===== src/rtl/float_sum_sequencer.sv =====
// float_sum_sequencer
//   Initiator side of the float unit req/ack protocol. Accepts a stream of
//   floats, issues one add (acc + element) per element to an external float
//   adder, keeps the running sum and presents it at end-of-stream with a
//   ready/valid handshake.
//
//   Optional feature macro: FLOAT_SEQ_TIMEOUT_EN
//     When defined, an add that is not acked within TIMEOUT_CYCLES aborts the
//     sum: the partial accumulator is reported with sum_err=1, and any
//     remaining elements of the stream are drained (accepted, no req) up to
//     and including the in_last element.
//
//   Handshakes: a transfer happens on a rising edge where valid and ready are
//   both high; valid never depends on ready. req and ack are single-cycle
//   pulses with their data valid in the same cycle.
//
//   dbg_state exposes the FSM state encoding for observation.

module float_sum_sequencer #(
    parameter int float_width    = 32,
    parameter int COUNT_WIDTH    = 16,
    parameter int TIMEOUT_CYCLES = 16
) (
    input  logic                   clk,
    input  logic                   rst,
    input  logic                   in_valid,
    output logic                   in_ready,
    input  logic [float_width-1:0] in_data,
    input  logic                   in_last,
    output logic                   req,
    output logic [float_width-1:0] a,
    output logic [float_width-1:0] b,
    input  logic                   ack,
    input  logic [float_width-1:0] add_out,
    output logic                   sum_valid,
    input  logic                   sum_ready,
    output logic [float_width-1:0] sum,
    output logic [COUNT_WIDTH-1:0] sum_count,
    output logic                   sum_err,
    output logic [2:0]             dbg_state
);

    typedef enum logic [2:0] {
        S_IDLE  = 3'd0,
        S_ISSUE = 3'd1,
        S_WAIT  = 3'd2,
        S_DONE  = 3'd3,
        S_DRAIN = 3'd4
    } state_t;

    state_t                 state_q, state_d;
    logic [float_width-1:0] acc_q, acc_d;
    logic [COUNT_WIDTH-1:0] count_q, count_d;
    logic [float_width-1:0] a_q, a_d;
    logic [float_width-1:0] b_q, b_d;
    logic                   last_q, last_d;
    logic [float_width-1:0] sum_q, sum_d;
    logic [COUNT_WIDTH-1:0] sum_count_q, sum_count_d;
    logic                   timeout;
    logic                   accept;

`ifdef FLOAT_SEQ_TIMEOUT_EN
    localparam int TW = $clog2(TIMEOUT_CYCLES) + 1;
    logic [TW-1:0] timer_q, timer_d;
    logic          err_q, err_d;

    // Last WAIT cycle of the budget with no ack in sight
    assign timeout = (timer_q == TW'(TIMEOUT_CYCLES - 1));
    assign sum_err = err_q;
`else
    assign timeout = 1'b0;
    assign sum_err = 1'b0;
`endif

    assign accept    = in_valid & in_ready;
    assign a         = a_q;
    assign b         = b_q;
    assign sum       = sum_q;
    assign sum_count = sum_count_q;
    assign dbg_state = state_q;

    // FSM state register
    always_ff @(posedge clk or posedge rst) begin
        if (rst) begin
            state_q <= S_IDLE;
        end else begin
            state_q <= state_d;
        end
    end

    // FSM next-state logic; ack only matters while an add is outstanding (WAIT)
    always_comb begin
        state_d = state_q;
        case (state_q)
            S_IDLE:  if (accept) state_d = S_ISSUE;
            S_ISSUE: state_d = S_WAIT;
            S_WAIT: begin
                if (ack) begin
                    state_d = last_q ? S_DONE : S_IDLE;
                end else if (timeout) begin
                    state_d = last_q ? S_DONE : S_DRAIN;
                end
            end
            S_DONE:  if (sum_ready) state_d = S_IDLE;
            S_DRAIN: if (accept && in_last) state_d = S_DONE;
            default: state_d = S_IDLE;
        endcase
    end

    // FSM outputs; in_ready is forced low while reset is asserted
    always_comb begin
        in_ready  = 1'b0;
        req       = 1'b0;
        sum_valid = 1'b0;
        case (state_q)
            S_IDLE:  in_ready  = ~rst;
            S_ISSUE: req       = 1'b1;
            S_DONE:  sum_valid = 1'b1;
            S_DRAIN: in_ready  = ~rst;
            default: ;
        endcase
    end

    // Datapath next-state: operand capture, accumulation and result latching
    always_comb begin
        acc_d       = acc_q;
        count_d     = count_q;
        a_d         = a_q;
        b_d         = b_q;
        last_d      = last_q;
        sum_d       = sum_q;
        sum_count_d = sum_count_q;
`ifdef FLOAT_SEQ_TIMEOUT_EN
        timer_d     = timer_q;
        err_d       = err_q;
`endif
        case (state_q)
            S_IDLE: begin
                if (accept) begin
                    a_d    = acc_q;
                    b_d    = in_data;
                    last_d = in_last;
                end
            end
            S_ISSUE: begin
`ifdef FLOAT_SEQ_TIMEOUT_EN
                timer_d = '0;
`endif
            end
            S_WAIT: begin
                if (ack) begin
                    acc_d   = add_out;
                    count_d = count_q + 1'b1;
                    if (last_q) begin
                        sum_d       = add_out;
                        sum_count_d = count_q + 1'b1;
                    end
                end else begin
`ifdef FLOAT_SEQ_TIMEOUT_EN
                    timer_d = timer_q + 1'b1;
                    if (timeout) begin
                        // Partial result: the unacked element is not included
                        sum_d       = acc_q;
                        sum_count_d = count_q;
                        err_d       = 1'b1;
                    end
`endif
                end
            end
            S_DONE: begin
                if (sum_ready) begin
                    acc_d   = '0;
                    count_d = '0;
`ifdef FLOAT_SEQ_TIMEOUT_EN
                    err_d   = 1'b0;
`endif
                end
            end
            default: ;
        endcase
    end

    // Datapath registers
    always_ff @(posedge clk or posedge rst) begin
        if (rst) begin
            acc_q       <= '0;
            count_q     <= '0;
            a_q         <= '0;
            b_q         <= '0;
            last_q      <= 1'b0;
            sum_q       <= '0;
            sum_count_q <= '0;
        end else begin
            acc_q       <= acc_d;
            count_q     <= count_d;
            a_q         <= a_d;
            b_q         <= b_d;
            last_q      <= last_d;
            sum_q       <= sum_d;
            sum_count_q <= sum_count_d;
        end
    end

`ifdef FLOAT_SEQ_TIMEOUT_EN
    // Ack timer and abort flag
    always_ff @(posedge clk or posedge rst) begin
        if (rst) begin
            timer_q <= '0;
            err_q   <= 1'b0;
        end else begin
            timer_q <= timer_d;
            err_q   <= err_d;
        end
    end
`endif

endmodule


===== config.mk =====
export PLATFORM = sky130hd
export DESIGN_NAME = float_sum_sequencer
export DESIGN_NICKNAME = d
export VERILOG_FILES = /design/src/rtl/float_sum_sequencer.sv
export SDC_FILE = /design/constraint.sdc
export NUM_CORES = 1
export LEC_CHECK = 0
export CORE_ASPECT_RATIO = 1.5
export CORE_MARGIN = 1
export CORE_UTILIZATION = 45
export CTS_CLUSTER_DIAMETER = 50
export DETAILED_ROUTE_END_ITERATION = 10
export HOLD_SLACK_MARGIN = 0.06
export PLACE_DENSITY = 0.8
export SYNTH_ARGS = -nofsm -noshare
export SYNTH_HDL_FRONTEND = slang
export SYNTH_SLANG_ARGS = --single-unit

===== constraint.sdc =====
create_clock -name clk -period 19.35 [get_ports clk]
set_input_delay 5.805 -clock clk [delete_from_list [all_inputs] [get_ports clk]]
set_output_delay 5.805 -clock clk [all_outputs]
set_load 0.05 [all_outputs]

==> results of run 1 <==
## state kept, by name (all words and copies together) (netlist names)
register and cells:
acc_q 32, a 32, count_q 16, last_q 1
sum_count 16, dbg_state 2, b 32, sum 32
## stage by stage
| step | setup slack, ps | hold slack [ps] | instance area [sq um] | util |
|---|---|---|---|---|
| floorplan | 6665 | 460.6 | 6391 | - |
| global placement | 6221 | 464.6 | 8346 | 0.5993 |
| detailed placement | 6192 | 473.1 | 8346 | 0.5993 |
| CTS | 6188 | 486.8 | 8952 | 0.6429 |
| global route | 6161 | 506.9 | 8952 | 0.6429 |
| finish | 6191 | 477.1 | 8952 | 0.6429 |
## synthesized netlist by cell type (2+ instances only)
cell      number  area share
a31oi_1        4      0.0039
nor4_1         3      0.0029
buf_4          7      0.0082
xnor2_1       10       0.014
mux2_2        98        0.17
nor3_1         3      0.0023
or3_1          2      0.0020
clkbuf_1      12      0.0071
o21ai_1        2      0.0016
dfrtp_1      163        0.64
a22o_1        35       0.048
nand4_1        2      0.0020
nor2_1         4      0.0023
o22ai_1        3      0.0029
o21ai_0       25       0.020
nand2_1       30       0.018
and2_1         2      0.0020
xor2_1         4      0.0055
buf_2          8      0.0063
nand3_1        5      0.0039
clkbuf_2       2      0.0016
inv_1          9      0.0053
a21oi_1        7      0.0055
nand2b_1       3      0.0029
## area by class of cell
class / count / area, sq um
Tap cell: 165 / 206.4
Sequential cell: 163 / 4079
Clock buffer: 24 / 481.7
Timing Repair Buffer: 189 / 1884
Fill cell: 1053 / 4974
Clock inverter: 8 / 125.1
Inverter: 9 / 38.79
Multi-Input combinational cell: 259 / 2137
## routing by layer
layer  track usage  part of all wire
met1        0.2246              0.38
met2        0.3872              0.57
met3       0.05154             0.038
met4       0.07426             0.018
met5             0                 0
## worst max-delay path, delay by kind of cell
family	cells	cell delay, ps
buf+inv	2	1330
simple gates	1	210
## cell usage in the layout, fill, tap and decap left out, drive strengths merged, types with 7 or more instances in the layout
cell type and n:
clkdlybuf4s50 186, dfrtp 163, mux2 98, a22o 35, nand2 30, o21ai 27
clkbuf 24, xnor2 10, inv 9, a21oi 7
## worst paths after layout
path,start,to,cells after the start
worst max-delay path,rst,in_ready,3
worst min-delay path,sum_count[0],sum_count[0],2
worst max register to register,dbg_state[1],sum[14],4
worst min register to register,sum_count[0],sum_count[0],2
max in group asynchronous,rst,count_q[13],3
min in group asynchronous,rst,sum[24],2
## cell families (layout without fill, tap and decap cells)
logic type	after synthesis	after routing
AO/OA/AOI/OAI	80	80
XOR/XNOR	14	14
adder cells (fa/ha/maj)	1	1
buffers and inverters	38	230
flip-flops	163	163
multiplexers	98	98
other	1	2
AND/OR/NAND/NOR	64	64
## report_power, final
group | total [mW] | internal [mW] | switching, mW
clock | 0.341 | 0.214 | 0.128
sequential | 0.566 | 0.482 | 0.0839
combinational | 0.854 | 0.316 | 0.538
total | 1.76 | 1.01 | 0.750
==> flow_summary.yaml, run 1 <==
cts:
  post_cts_buffers: 0
  cts_root_buf: "clkbuf_16"
  postCtsResizedCells: 0
  clockBufferDepth: 2
  h-tree-depth: 4
  clk_latency_ps: 400
  holdBufCountCts: 0
  cts.sinks: 163
  cts_buffers: 17
  cts_tree: "built"
  clkSlewWorstSetupHoldPaths_ps: 60
timing:
  relSlewSlack: 0.3532
  hold_violations: 0
  rsz0062_at_grt: "no"
  period_needed_ps: 13160
  finalMaxSlewViolations: 0
  fin_crit_sh: 0.6800
  tightest_slew_ps: 970.2
  clock_skew_ps: 6.740
  setup_viol: 0
  fmax_ghz: 0.07600
  setup-tns-final_ps: 0
synthesis:
  ys_ff_latch: 163
  synth-simple-area-share: 0.05230
  ys_warn_count: 0
  async_flop_share: 1.000
  synth_fa_ha_area_frac: 0.001959
  muxShareOfSynthArea: 0.1728
  synth_edf_count: 0
  syn-instance-count: 459
  synth_area_per_cell_sq_um: 13.92
  synthXorXnorAreaFrac: 0.01920
  synth_top_family_by_area: "multiplexers"
  synth_compound_area_frac: 0.08619
  syn-cell-area_sq_um: 6387
  ys_types: 40
  yosysSeqAreaShare: 0.6386
  ys.flop_type: "dfrtp_1"
worst_setup_path:
  worstPathRequired_ps: 13540
  critPathKind: "in -> out"
  crit_slowest_cell: "clkdlybuf4s50_1"
  crit_top_cell: "clkdlybuf4s50_1"
  startpoint_type: "primary input"
  crit_path_end_kind: "output pin"
  max_stage_delay_ps: 840
  reg2reg_slack_ps: 16390
  worstPathCellList: "clkdlybuf4s50_1, nor3_1, clkdlybuf4s50_1"
  crit_arrival_ps: 7350
  critPathMaxFanout: 2
flow_run:
  drv_cap: 0
global_routing:
  track_usage: 0.2075
  grt_pass1_wl_um: 23430
  grt_pass1_vias: 4596
  antenna_found_initial: 0
  grt_start_max_net_pins: 91
  globalRoute.totalOverflow: 0
pwr:
  power_density_nw_per_um2: 196.7
  p_total_mw: 1.761
  peakVddDrop_mv: 0.1356
  power_leakage_nw: 3.857
route:
  first_pass_iters: 4
  vias_per_cell: 5.289
  via_count: 4321
  drtIter0Drc: 201
  routed_wl_um: 14570
  drc: 0
  antenna_left: 0
  routedWlPerCell_um: 17.83
placement:
  dp_cells: 785
  dp_hpwl_um: 10030
  gp_congestion: 0.7564
  portBuffers: 186
floorplan:
  io_pins: 189
  die_area_sq_um: 14680
  start_util: 0.4587
  rows: 53
  die_x_um: 99.28
  coreArea_sq_um: 13930
  die_h_um: 147.9
cells_and_area:
  area_growth_pct: 40.16
  n_antenna_cell: 0
  drive_gt1_frac: 0.2117
  nets: 710
  layout.cells.non_filler: 817
run_status:
  status: "finished clean"
min_path:
  hold_path_class: "reg -> reg"
Note: power is estimated with default switching activity, not from simulation.
==> run 2: changes to the inputs <==
--- a/config.mk
+++ b/config.mk
@@ -7,7 +7,7 @@
 export LEC_CHECK = 0
 export CORE_ASPECT_RATIO = 1.5
 export CORE_MARGIN = 1
-export CORE_UTILIZATION = 45
+export CORE_UTILIZATION = 43
 export CTS_CLUSTER_DIAMETER = 50
 export DETAILED_ROUTE_END_ITERATION = 10
 export HOLD_SLACK_MARGIN = 0.06
==> constraint.sdc (replaced) <==
create_clock -name clk -period 10.76 [get_ports clk]
set_input_delay 3.228 -clock clk [delete_from_list [all_inputs] [get_ports clk]]
set_output_delay 3.228 -clock clk [all_outputs]
set_load 0.05 [all_outputs]
==> flow_summary.yaml, run 2 (synthesized netlist as in run 1, its figures left out) <==
run_status:
  status: "finished clean"
timing:
  finalMaxSlewViolations: 0
  fmax_ghz: 0.1251
  setup-tns-final_ps: 0
  hold_violations: 0
  relSlewSlack: 0.3423
  period_needed_ps: 7992
  setup_viol: 0
  rsz0062_at_grt: "no"
  clock_skew_ps: 7.816
  fin_crit_sh: 0.7428
  setup_ws_ps: 2768
  tightest_slew_ps: 986.6
cells_and_area:
  layout.cells.non_filler: 848
  nets: 710
  multiInputGateArea_sq_um: 2137
  nFillCells: 1150
  layout_commonest_cell: "clkdlybuf4s50_1"
  seqCellArea_sq_um: 4079
  final_cell_mix: "clkdlybuf4s50_1, dfrtp_1, mux2_2, a22o_1, nand2_1"
  n_antenna_cell: 0
  area_growth_pct: 39.78
  drive_gt1_frac: 0.2147
  fin_area_sq_um: 8929
worst_setup_path:
  timing.rr.end: "sum[22]"
  worst_r2r_startpoint: "dbg_state[1]"
  startpoint_type: "primary input"
  reg2reg_depth: 4
  worstPathRequired_ps: 7530
  crit_arrival_ps: 4760
  reg2reg_slack_ps: 7850
  critPathMaxFanout: 2
  crit_path_end_kind: "output pin"
  critPathKind: "in -> out"
floorplan:
  start_util: 0.4397
  io_pins: 189
  die_x_um: 101.5
  die_area_sq_um: 15360
  die_h_um: 151.3
  rows: 54
  coreArea_sq_um: 14530
placement:
  portBuffers: 186
  place_area_sq_um: 8384
  dp_cells: 816
  post-place-ws_ps: 2757
  dp_hpwl_um: 9770
  gp_congestion: 0.7550
route:
  via_count: 4336
  routed_wl_um: 14420
  antenna_left: 0
  drtIter0Drc: 142
  routedWlPerCell_um: 17.00
  vias_per_cell: 5.113
  first_pass_iters: 4
  drc: 0
global_routing:
  antenna_found_initial: 0
  track_usage: 0.2031
  grt_pass1_vias: 4742
  grt_pass1_wl_um: 23870
  globalRoute.totalOverflow: 0
  grt_start_max_net_pins: 101
cts:
  cts_root_buf: "clkbuf_16"
  postCtsResizedCells: 0
  cts_buffers: 17
  post_cts_buffers: 0
  cts.sinks: 163
  cts_tree: "built"
  h-tree-depth: 4
  clockBufferDepth: 2
  clkSlewWorstSetupHoldPaths_ps: 60
  clk_latency_ps: 420
  holdBufCountCts: 0
min_path:
  hold_end: "sum_count[5]"
  min-delay-start: "sum_count[5]"
  hold_depth: 2
  hold_path_class: "reg -> reg"
flow_run:
  drv_cap: 0
pwr:
  peakVddDrop_mv: 0.1721
  power_density_nw_per_um2: 347.9
  power_leakage_nw: 3.809
-- run 2: cell types whose count changed in the layout (fill, tap and decap cells not counted), sizes merged --
cell / change
inv: +4
bufinv: -3
clkinv: -2
clkbuf: -4
clkinvlp: +5
-- run 2: power by group --
group	total [mW]	leakage [nW]	internal [mW]	switching, mW
registers	1.01	2.05	0.866	0.147
clock network	0.555	0.246	0.305	0.250
logic	1.54	1.51	0.569	0.969
-- run 2: how the worst max path moves through the flow --
| stage | endpoint | startpoint | slack (ps) |
|---|---|---|---|
| 4_1_cts | in_ready | rst | 2770 |
| 2_1_floorplan | a[0] | rst | 3130 |
| 3_5_place_dp | in_ready | rst | 2760 |
| 3_3_place_gp | in_ready | rst | 2780 |
| 6_report | in_ready | rst | 2770 |
| 5_1_grt | in_ready | rst | 2670 |
-- run 2: routing by layer --
layer	track usage	vias up	wire length, um
met5	0	-	0
li1	-	2001	-
met4	0.07391	0	230
met3	0.04707	17	671
met1	0.2345	2207	5586
met2	0.3625	111	7932
-- run 2: cell type report --
type,instances,area share
multi-input combinational,259,0.2393
sequential,163,0.4568
tap,196,0.02747
clock buffer,20,0.05003
inverter,9,0.004344
timing repair buffer,189,0.2110
clock inverter,12,0.01093
-- run 2: per-stage QoR --
step	hold WS [ps]	power, mW	util
4_1_cts	483.8	3.135	0.6146
6_report	476.7	3.106	0.6146
2_1_floorplan	460.6	2.042	-
3_3_place_gp	464.1	2.529	0.5772
5_1_grt	515.1	3.250	0.6146
3_5_place_dp	470.1	2.572	0.5772
-- run 2: worst max-delay path, cell delays in order --
cell,delay (ps)
clkdlybuf4s50_1,480
nor3_1,200
clkdlybuf4s50_1,850
